===== src/rtl/hash_job_scheduler_pkg.sv =====
// Shared types and helpers for the hash job scheduler: FSM state encoding and
// pointer-width derivation for the round-robin arbiter.
package hash_job_scheduler_pkg;

    localparam int unsigned NREQ_MAX = 8;

    typedef enum logic [2:0] {
        IDLE,
        START,
        STREAM,
        EOF,
        WAIT_H,
        DELIVER
    } state_t;

    // Width of a requester index; NREQ is supported from 2 up to NREQ_MAX.
    function automatic int unsigned ptr_w(input int unsigned n);
        int unsigned m;
        m = (n > NREQ_MAX) ? NREQ_MAX : n;
        return (m < 2) ? 1 : $clog2(m);
    endfunction

endpackage


===== src/rtl/hash_job_scheduler_if.sv =====
// Source-side and core-side signals of the hash job scheduler.
// master: scheduler view; slave: message sources + hash core view.
interface hash_job_scheduler_if #(
    parameter int unsigned NREQ   = 4,
    parameter int unsigned DATA_W = 8,
    parameter int unsigned DIG_W  = 64
);
    logic [NREQ-1:0]        req_i;
    logic [NREQ-1:0]        empty_i;
    logic [NREQ*DATA_W-1:0] src_data_i;
    logic [NREQ-1:0]        src_valid_i;
    logic [NREQ-1:0]        src_last_i;
    logic [NREQ-1:0]        src_ready_o;
    logic [NREQ-1:0]        grant_o;
    logic [NREQ-1:0]        done_o;
    logic [NREQ-1:0]        done_ack_i;
    logic                   err_o;
    logic [DIG_W-1:0]       digest_o;
    logic                   busy_o;
    logic                   core_start_o;
    logic [DATA_W-1:0]      core_data_o;
    logic                   core_dr_o;
    logic                   core_rtr_i;
    logic                   core_eof_o;
    logic                   core_hrdy_i;
    logic [DIG_W-1:0]       core_dig_i;

    modport master (
        input  req_i, empty_i, src_data_i, src_valid_i, src_last_i, done_ack_i,
               core_rtr_i, core_hrdy_i, core_dig_i,
        output src_ready_o, grant_o, done_o, err_o, digest_o, busy_o,
               core_start_o, core_data_o, core_dr_o, core_eof_o
    );

    modport slave (
        output req_i, empty_i, src_data_i, src_valid_i, src_last_i, done_ack_i,
               core_rtr_i, core_hrdy_i, core_dig_i,
        input  src_ready_o, grant_o, done_o, err_o, digest_o, busy_o,
               core_start_o, core_data_o, core_dr_o, core_eof_o
    );
endinterface


===== src/rtl/hash_job_scheduler_rr_arbiter.sv =====
// Combinational round-robin pick: first requester at or after ptr, wrapping.
// Returns both the one-hot grant and its binary index.
module hash_job_scheduler_rr_arbiter #(
    parameter int unsigned NREQ  = 4,
    parameter int unsigned PTR_W = 2
) (
    input  logic [NREQ-1:0]  req,
    input  logic [PTR_W-1:0] ptr,
    output logic [NREQ-1:0]  gnt,
    output logic [PTR_W-1:0] gnt_idx
);
    int   idx;
    logic found;

    always_comb begin
        gnt     = '0;
        gnt_idx = '0;
        found   = 1'b0;
        idx     = 0;
        for (int i = 0; i < int'(NREQ); i++) begin
            idx = (int'(ptr) + i) % int'(NREQ);
            if (!found && req[PTR_W'(idx)]) begin
                gnt[PTR_W'(idx)] = 1'b1;
                gnt_idx          = PTR_W'(idx);
                found            = 1'b1;
            end
        end
    end
endmodule


===== src/rtl/hash_job_scheduler.sv =====
// Shares one hash core among NREQ sources: round-robin grant, then start/stream/EOF/
// digest-wait sequencing with done/ack handoff. Optional watchdog: HASH_TIMEOUT_EN.
module hash_job_scheduler
    import hash_job_scheduler_pkg::*;
#(
    parameter int unsigned NREQ   = 4,
    parameter int unsigned DATA_W = 8,
    parameter int unsigned DIG_W  = 64
`ifdef HASH_TIMEOUT_EN
   ,parameter int unsigned TMO_CYC = 4096
`endif
) (
    input logic                  clk,
    input logic                  rst_n,
    hash_job_scheduler_if.master bus
);
    localparam int unsigned PTR_W = ptr_w(NREQ);

    state_t            state;
    logic [PTR_W-1:0]  ptr_q, g_idx_q, arb_idx;
    logic [NREQ-1:0]   grant_q, done_q, arb_gnt;
    logic [DIG_W-1:0]  digest_q;
    logic              empty_q, start_q, eof_q, busy_q;
    logic              xfer_c, eof_acc_c, ack_c;

    hash_job_scheduler_rr_arbiter #(.NREQ(NREQ), .PTR_W(PTR_W)) u_arb (
        .req     (bus.req_i),
        .ptr     (ptr_q),
        .gnt     (arb_gnt),
        .gnt_idx (arb_idx)
    );

    assign xfer_c    = (state == STREAM) & bus.src_valid_i[g_idx_q] & bus.core_rtr_i;
    assign eof_acc_c = (state == EOF) & bus.core_rtr_i;
    assign ack_c     = |(bus.done_ack_i & grant_q);

    // Byte path is a straight pass-through from the owner; only STREAM lets it move.
    assign bus.core_data_o  = bus.src_data_i[32'(g_idx_q)*DATA_W +: DATA_W];
    assign bus.core_dr_o    = (state == STREAM) & bus.src_valid_i[g_idx_q];
    assign bus.src_ready_o  = grant_q & {NREQ{(state == STREAM) & bus.core_rtr_i}};
    assign bus.grant_o      = grant_q;
    assign bus.done_o       = done_q;
    assign bus.digest_o     = digest_q;
    assign bus.busy_o       = busy_q;
    assign bus.core_start_o = start_q;
    assign bus.core_eof_o   = eof_q;

`ifdef HASH_TIMEOUT_EN
    localparam int unsigned TMO_W = $clog2(TMO_CYC + 1);

    logic [TMO_W-1:0] tmo_q;
    logic             err_q, waiting_c, advance_c, tmo_hit_c;

    assign waiting_c = state inside {STREAM, EOF, WAIT_H};
    assign advance_c = xfer_c | eof_acc_c | ((state == WAIT_H) & bus.core_hrdy_i);
    assign tmo_hit_c = waiting_c & ~advance_c & (tmo_q == TMO_W'(TMO_CYC - 1));
    assign bus.err_o = err_q;

    // Watchdog restarts on any forward progress and whenever the FSM is not waiting.
    always_ff @(posedge clk or negedge rst_n) begin
        if (!rst_n)                                  tmo_q <= '0;
        else if (!waiting_c || advance_c || tmo_hit_c) tmo_q <= '0;
        else                                         tmo_q <= tmo_q + TMO_W'(1);
    end
`else
    assign bus.err_o = 1'b0;
`endif

    always_ff @(posedge clk or negedge rst_n) begin
        if (!rst_n) begin
            state    <= IDLE;
            ptr_q    <= '0;
            g_idx_q  <= '0;
            grant_q  <= '0;
            done_q   <= '0;
            digest_q <= '0;
            empty_q  <= 1'b0;
            start_q  <= 1'b0;
            eof_q    <= 1'b0;
            busy_q   <= 1'b0;
`ifdef HASH_TIMEOUT_EN
            err_q    <= 1'b0;
`endif
        end else begin
            start_q <= 1'b0;
`ifdef HASH_TIMEOUT_EN
            // Abort: hand an errored empty digest back and re-start the core to clear it.
            if (tmo_hit_c) begin
                state    <= DELIVER;
                err_q    <= 1'b1;
                digest_q <= '0;
                done_q   <= grant_q;
                start_q  <= 1'b1;
                eof_q    <= 1'b0;
            end else
`endif
            case (state)
                IDLE: if (|bus.req_i) begin
                    grant_q <= arb_gnt;
                    g_idx_q <= arb_idx;
                    empty_q <= |(bus.empty_i & arb_gnt);
                    start_q <= 1'b1;
                    busy_q  <= 1'b1;
                    state   <= START;
                end
                START: if (empty_q) begin
                    eof_q <= 1'b1;
                    state <= EOF;
                end else begin
                    state <= STREAM;
                end
                STREAM: if (xfer_c && bus.src_last_i[g_idx_q]) begin
                    eof_q <= 1'b1;
                    state <= EOF;
                end
                EOF: if (eof_acc_c) begin
                    eof_q <= 1'b0;
                    state <= WAIT_H;
                end
                WAIT_H: if (bus.core_hrdy_i) begin
                    digest_q <= bus.core_dig_i;
                    done_q   <= grant_q;
                    state    <= DELIVER;
                end
                DELIVER: if (ack_c) begin
                    ptr_q   <= (g_idx_q == PTR_W'(NREQ - 1)) ? '0 : g_idx_q + PTR_W'(1);
                    grant_q <= '0;
                    done_q  <= '0;
                    busy_q  <= 1'b0;
`ifdef HASH_TIMEOUT_EN
                    err_q   <= 1'b0;
`endif
                    state   <= IDLE;
                end
                default: state <= IDLE;
            endcase
        end
    end
endmodule

===== src/flat_wrapper.sv =====
// flat-port wrapper written by rule: the top's interface ports become plain ports
module hash_job_scheduler_flat import hash_job_scheduler_pkg::*;
#(
    parameter int unsigned NREQ   = 4,
    parameter int unsigned DATA_W = 8,
    parameter int unsigned DIG_W  = 64

)
  (clk, rst_n, bus_req_i, bus_empty_i, bus_src_data_i, bus_src_valid_i, bus_src_last_i, bus_done_ack_i, bus_core_rtr_i, bus_core_hrdy_i, bus_core_dig_i, bus_src_ready_o, bus_grant_o, bus_done_o, bus_err_o, bus_digest_o, bus_busy_o, bus_core_start_o, bus_core_data_o, bus_core_dr_o, bus_core_eof_o);
  hash_job_scheduler_if #(.NREQ(NREQ), .DATA_W(DATA_W), .DIG_W(DIG_W)) bus_i ();
  input logic clk;
  input logic rst_n;
  input wire logic [$bits(bus_i.req_i)-1:0] bus_req_i;
  input wire logic [$bits(bus_i.empty_i)-1:0] bus_empty_i;
  input wire logic [$bits(bus_i.src_data_i)-1:0] bus_src_data_i;
  input wire logic [$bits(bus_i.src_valid_i)-1:0] bus_src_valid_i;
  input wire logic [$bits(bus_i.src_last_i)-1:0] bus_src_last_i;
  input wire logic [$bits(bus_i.done_ack_i)-1:0] bus_done_ack_i;
  input wire logic [$bits(bus_i.core_rtr_i)-1:0] bus_core_rtr_i;
  input wire logic [$bits(bus_i.core_hrdy_i)-1:0] bus_core_hrdy_i;
  input wire logic [$bits(bus_i.core_dig_i)-1:0] bus_core_dig_i;
  output wire logic [$bits(bus_i.src_ready_o)-1:0] bus_src_ready_o;
  output wire logic [$bits(bus_i.grant_o)-1:0] bus_grant_o;
  output wire logic [$bits(bus_i.done_o)-1:0] bus_done_o;
  output wire logic [$bits(bus_i.err_o)-1:0] bus_err_o;
  output wire logic [$bits(bus_i.digest_o)-1:0] bus_digest_o;
  output wire logic [$bits(bus_i.busy_o)-1:0] bus_busy_o;
  output wire logic [$bits(bus_i.core_start_o)-1:0] bus_core_start_o;
  output wire logic [$bits(bus_i.core_data_o)-1:0] bus_core_data_o;
  output wire logic [$bits(bus_i.core_dr_o)-1:0] bus_core_dr_o;
  output wire logic [$bits(bus_i.core_eof_o)-1:0] bus_core_eof_o;
  assign bus_i.req_i = bus_req_i;
  assign bus_i.empty_i = bus_empty_i;
  assign bus_i.src_data_i = bus_src_data_i;
  assign bus_i.src_valid_i = bus_src_valid_i;
  assign bus_i.src_last_i = bus_src_last_i;
  assign bus_i.done_ack_i = bus_done_ack_i;
  assign bus_i.core_rtr_i = bus_core_rtr_i;
  assign bus_i.core_hrdy_i = bus_core_hrdy_i;
  assign bus_i.core_dig_i = bus_core_dig_i;
  assign bus_src_ready_o = bus_i.src_ready_o;
  assign bus_grant_o = bus_i.grant_o;
  assign bus_done_o = bus_i.done_o;
  assign bus_err_o = bus_i.err_o;
  assign bus_digest_o = bus_i.digest_o;
  assign bus_busy_o = bus_i.busy_o;
  assign bus_core_start_o = bus_i.core_start_o;
  assign bus_core_data_o = bus_i.core_data_o;
  assign bus_core_dr_o = bus_i.core_dr_o;
  assign bus_core_eof_o = bus_i.core_eof_o;
  hash_job_scheduler #(.NREQ(NREQ), .DATA_W(DATA_W), .DIG_W(DIG_W)) u_core (.clk(clk), .rst_n(rst_n), .bus(bus_i));
endmodule

===== config.mk =====
export PLATFORM = sky130hd
export DESIGN_NAME = hash_job_scheduler_flat
export DESIGN_NICKNAME = d
export VERILOG_FILES = /design/src/rtl/hash_job_scheduler_pkg.sv /design/src/rtl/hash_job_scheduler_if.sv /design/src/rtl/hash_job_scheduler_rr_arbiter.sv /design/src/rtl/hash_job_scheduler.sv /design/src/flat_wrapper.sv
export SDC_FILE = /design/constraint.sdc
export NUM_CORES = 1
export LEC_CHECK = 0
export CAP_MARGIN = 15
export CORE_ASPECT_RATIO = 1.1
export CORE_MARGIN = 1
export CORE_UTILIZATION = 40
export CTS_CLUSTER_DIAMETER = 80
export DETAILED_ROUTE_END_ITERATION = 8
export GPL_ROUTABILITY_DRIVEN = 0
export GPL_TIMING_DRIVEN = 0
export PLACE_DENSITY = 0.8
export SYNTH_ARGS = -nofsm -noshare
export SYNTH_HDL_FRONTEND = slang
export SYNTH_SLANG_ARGS = --single-unit

===== constraint.sdc =====
create_clock -name clk -period 5.6 [get_ports clk]
set_input_delay 0.56 -clock clk [delete_from_list [all_inputs] [get_ports clk]]
set_output_delay 0.56 -clock clk [all_outputs]
set_load 0.01 [all_outputs]

Word level (Yosys, flattened, before mapping). Index checks and enable logic that the tools add are counted.

Magnitude comparators: 9. Add/sub/neg operators: 4. Equal/unequal tests: 12. Bitwise gates (word level): 10. Reduce and logical (&&, ||, !) cells: 25. Shift-type cells: 1. Multiplexer cells: 57.

Operators with widths (count): variable part select 32 x 6 -> 8 bit (1); two-way mux 4 bit (7); two-way mux 1 bit (25); one-hot mux 3 bit (6 select lines) (1); less-than comparator 2 x 4 -> 1 bit, second input constant (4); one-hot mux 4 bit (2 select lines) (2); two-way mux 3 bit (5); bitwise AND 4 bit (3); binary-select mux 1 bit (select 2 bit) (6); OR 4 bit (3); OR reduction 4 bit (3); two-way mux 2 bit (5); demux 1 bit (select 2 bit) (4); >= comparator 2 x 1 -> 1 bit, second input constant (4); logical AND 1 bit (8); inequality test 2 x 1 -> 1 bit, second input constant (4); equality test 3 x 2 -> 1 bit, second input constant (2); equality test 3 bit, second input constant (2); AND reduction 2 bit (3); AND reduction 3 bit (2); AND reduction 5 bit (1); adder 2 x 1 -> 2 bit, second input constant (2); adder 2 bit, second input constant (2); bitwise AND 1 bit (4); other kinds (11) (15).

Input bits: 120. Register bits: 83.

Depth between registers and ports, before layout.
Word-level depth: 15. Gate-level depth with buffers: 10. Depth with buffers taken out: 8.

Modules after synthesis. Synthesis repeated with hierarchy kept, for this count alone.

Cell total of the unflattened synthesis: 308. Area, all modules: 4207.8 um^2.

By module, submodules not included: hash_job_scheduler (area each 3634.7 um^2, times used 1, cells an instance 236); hash_job_scheduler_rr_arbiter (area each 573.0 um^2, times used 1, cells an instance 72).

Worst setup path after synthesis. No wires, ideal clock.

Path kind: register to register. Start: reg u_core.ptr_q[1]. End: reg u_core.empty_q. Slack: 2731 ps. Arrival: 2731 ps. Stages on the path, launching flop included: 11. Library setup time: 139 ps. Period minus slack after synthesis: 2869 ps. Path through: dfrtp_1 -> clkbuf_1 -> inv_1 -> ha_1 -> mux4_1 -> buf_2 -> nand4_1 -> o21ai_0 -> a211oi_1 -> o221a_1 -> o22ai_2.

Longest elaborated chain between the ends: 15.

Ends and longest elaborated chain: start: declaration (RTL line hash_job_scheduler.sv:20) `logic [PTR_W-1:0] ptr_q, g_idx_q, arb_idx;`; start signal: assignment (RTL line hash_job_scheduler.sv:126) `ptr_q <= (g_idx_q == PTR_W'(NREQ - 1)) ? '0 : g_idx_q + PTR_W'(1);`; branches (longest 12 deep; another with less-than comparator 2 x 4 -> 1 bit); two-way mux 4 bit * (RTL line hash_job_scheduler_rr_arbiter.sv:22) `if (!found && req[PTR_W'(idx)]) begin`; bitwise AND 4 bit * (RTL line hash_job_scheduler.sv:101) `empty_q <= |(bus.empty_i & arb_gnt);`; OR reduction 4 bit * (RTL line hash_job_scheduler.sv:101); end signal: assignment (RTL line hash_job_scheduler.sv:101); end: declaration (RTL line hash_job_scheduler.sv:23) `logic empty_q, start_q, eof_q, busy_q;`.

Every way passes the cells marked *. The select of a mux whose other input is x is not followed. A chain may end at the register's enable or synchronous reset.

Worst setup path after layout. Ends and elaborated chain as after synthesis.

==> metrics.cfg <==
[run_status]
outcome=finished, final reports clean

[yosys]
synthFlopType=dfrtp_1
synthArstFlopShare_pct=100
synth_cells=321
yosysTopAreaCellShare_pct=50.5
synth_area_sq_um=4110
ys_seq_area_share_pct=50.5
synth_edf_count=0
synth_nets=450
syn_avg_cell_area_sq_um=12.8
yosysWarnings=0
synth_area_leaders=dfrtp_1 (51%), mux2_2 (18%), mux4_2 (5.5%)
synth_seq_cells=83
synth_largest_area_cell=dfrtp_1
ys_types=52

[critical_path]
critPathLaunchType=register
crit_arrival_ps=3730
cp_max_fo=11
cp_data_required_time_ps=5830
r2r-start=u_core.ptr_q[1]$_DFFE_PN0P_
worstSetupPathType=reg -> reg
regToRegSetupSlack_ps=2100
crit_start=u_core.ptr_q[1]$_DFFE_PN0P_
reg2reg_to=u_core.empty_q$_DFFE_PN0P_
critPathCaptureType=register
reg2regPathDepth=10

[finish]
mostFrequentLayoutCells=clkdlybuf4s50_1 (203), dfrtp_1 (83), mux2_2 (67)
diodes=0
drive_gt1_share_pct=19.2
postLayoutCoreUtil_pct=65.8
mostFrequentLayoutCell=clkdlybuf4s50_1
multi_input_area_sq_um=1880
area_growth_syn_to_layout_pct=58.9
register_area_sq_um=2080
fillCellCount=765
fin_nets=666

[route]
wire_per_inst_microns=17.5
drc=0
vias=3433
via_per_inst=5.19
met3_length_microns=867
wirelength_met1_microns=4730
antenna_left=0
drt_iter0_drc=174
dr_wl_met2_microns=5870
firstDrtPassIters=4
dr.max_layer_used=met4
routed_wirelength_microns=11600

[power_and_ir_drop]
power_density_nw_per_um2=483
max-vdd-ir-drop_mv=0.240
power.leakage_nw=2.69

[floorplan]
coreArea_sq_um=9940
initial_utilization_pct=41.4
pin_count=209
dieWidth_microns=98.7
die_h_microns=108
die-area_sq_um=10700
row_count=38

[grt]
grt_first_pass_wirelength_microns=18300
grt_pass1_vias=3466
antenna_found_initial=0
gr-usage-all-layers_pct=22.4
grt_max_degree=70
grt_overflow=0

[placed_design]
dp_hpwl_microns=9160
io_buffers=204

[timing]
min_period_ps=3500
period_share_pct=62.5
fin_skew_ps=10.4
setup_tns_ps=0
hold_viol=0
setup_viol=0
clock.fmax_mhz=286
maxSlewHeadroom_pct=50.2
rsz0062_at_grt=no
drv_slew=0
tightest_slew_ps=726
fin_hold_ws_ps=54.2

[run]
cap_violations=0

[clocking]
cts_tree=built
path_clk_slew_ps=80
root_buffer=clkbuf_8
cts_buffers=9
postCtsResizedCells=0
cts_max_level=3
clock_sink_count=83
clock_latency_ps=350
post_cts_buffers=0
clockBufferDepth=2
postCtsHoldBufs=0

[hold_path]
hp-class=in -> async

-- synthesized netlist by cell type, types with 4 or more instances --
master and count:
mux4_2 10, nand4_1 5, clkbuf_1 14, mux2_2 67, ha_1 9, o22ai_1 4, a22o_1 4, and2_1 7
nor3b_1 5, buf_2 4, dfrtp_1 83, a22oi_1 4, nand2_1 10, inv_1 14, a21oi_1 6, o21ai_0 12
and3_1 4, nor2_1 9
-- worst max-delay path, cell delays in order (launching register included) --
cell and delay [ps]:
dfrtp_1 590, clkbuf_1 410, inv_1 180, ha_1 400, clkbuf_1 340, nor3b_1 90, o21ai_0 150, nand2_1 150
a2111oi_1 660, o221a_1 320, o22ai_2 80
-- how the worst max path moves through the flow --
stage,end,slack [ps],depth (start not counted)
after floorplan,u_core.empty_q$_DFFE_PN0P_,2730,10
after CTS,u_core.empty_q$_DFFE_PN0P_,2150,10
final,u_core.empty_q$_DFFE_PN0P_,2100,10
after detailed placement,u_core.empty_q$_DFFE_PN0P_,2180,10
after global routing,u_core.empty_q$_DFFE_PN0P_,1780,10
after global placement,u_core.g_idx_q[0]$_DFFE_PN0P_,1100,1
-- cell families after synthesis --
family / share of synthesized area (%)
other cells: 0.0912
buf+inv: 3.68
mux: 25.6
flops: 50.5
fa+ha+maj: 2.74
simple gates: 8.89
compound gates: 8.52
-- power breakdown --
part / internal, mW / switching [mW]
clock: 0.248 / 0.207
combinational: 0.963 / 0.686
sequential: 0.881 / 0.174
-- per-layer routing --
metal	GRT usage (%)	up-vias
met2	39.1	162
li1	-	1621
met5	0	-
met1	27.1	1638
met3	6.21	12
met4	6.40	0
-- state kept, by name, summed over array words and instances (netlist names) --
| signal | cells |
|---|---|
| u_core.bus.busy_o | 1 |
| u_core.bus.core_eof_o | 1 |
| u_core.bus.core_start_o | 1 |
| u_core.bus.digest_o | 64 |
| u_core.bus.done_o | 4 |
| u_core.bus.grant_o | 4 |
| u_core.empty_q | 1 |
| u_core.g_idx_q | 2 |
| u_core.ptr_q | 2 |
| u_core.state | 3 |
-- layout make-up --
cell class | count | area share, %
Inverter | 14 | 0.804
Multi-Input combinational cell | 202 | 28.8
Tap cell | 120 | 2.30
Buffer | 22 | 1.51
Clock inverter | 5 | 1.21
Sequential cell | 83 | 31.8
Timing Repair Buffer | 205 | 31.6
Clock buffer | 10 | 1.95
-- metrics by stage --
stage | std cells | total power, mW | worst slack (ps) | cell area [sq um]
after floorplan | 321 | 1.86 | 2730 | 4110
after global placement | 645 | 2.66 | 1100 | 6300
after detailed placement | 646 | 2.72 | 2180 | 6330
after CTS | 661 | 3.19 | 2150 | 6540
after global routing | 661 | 3.37 | 1780 | 6540
final | 661 | 3.16 | 2100 | 6540
(Power assumes the default switching activity.)
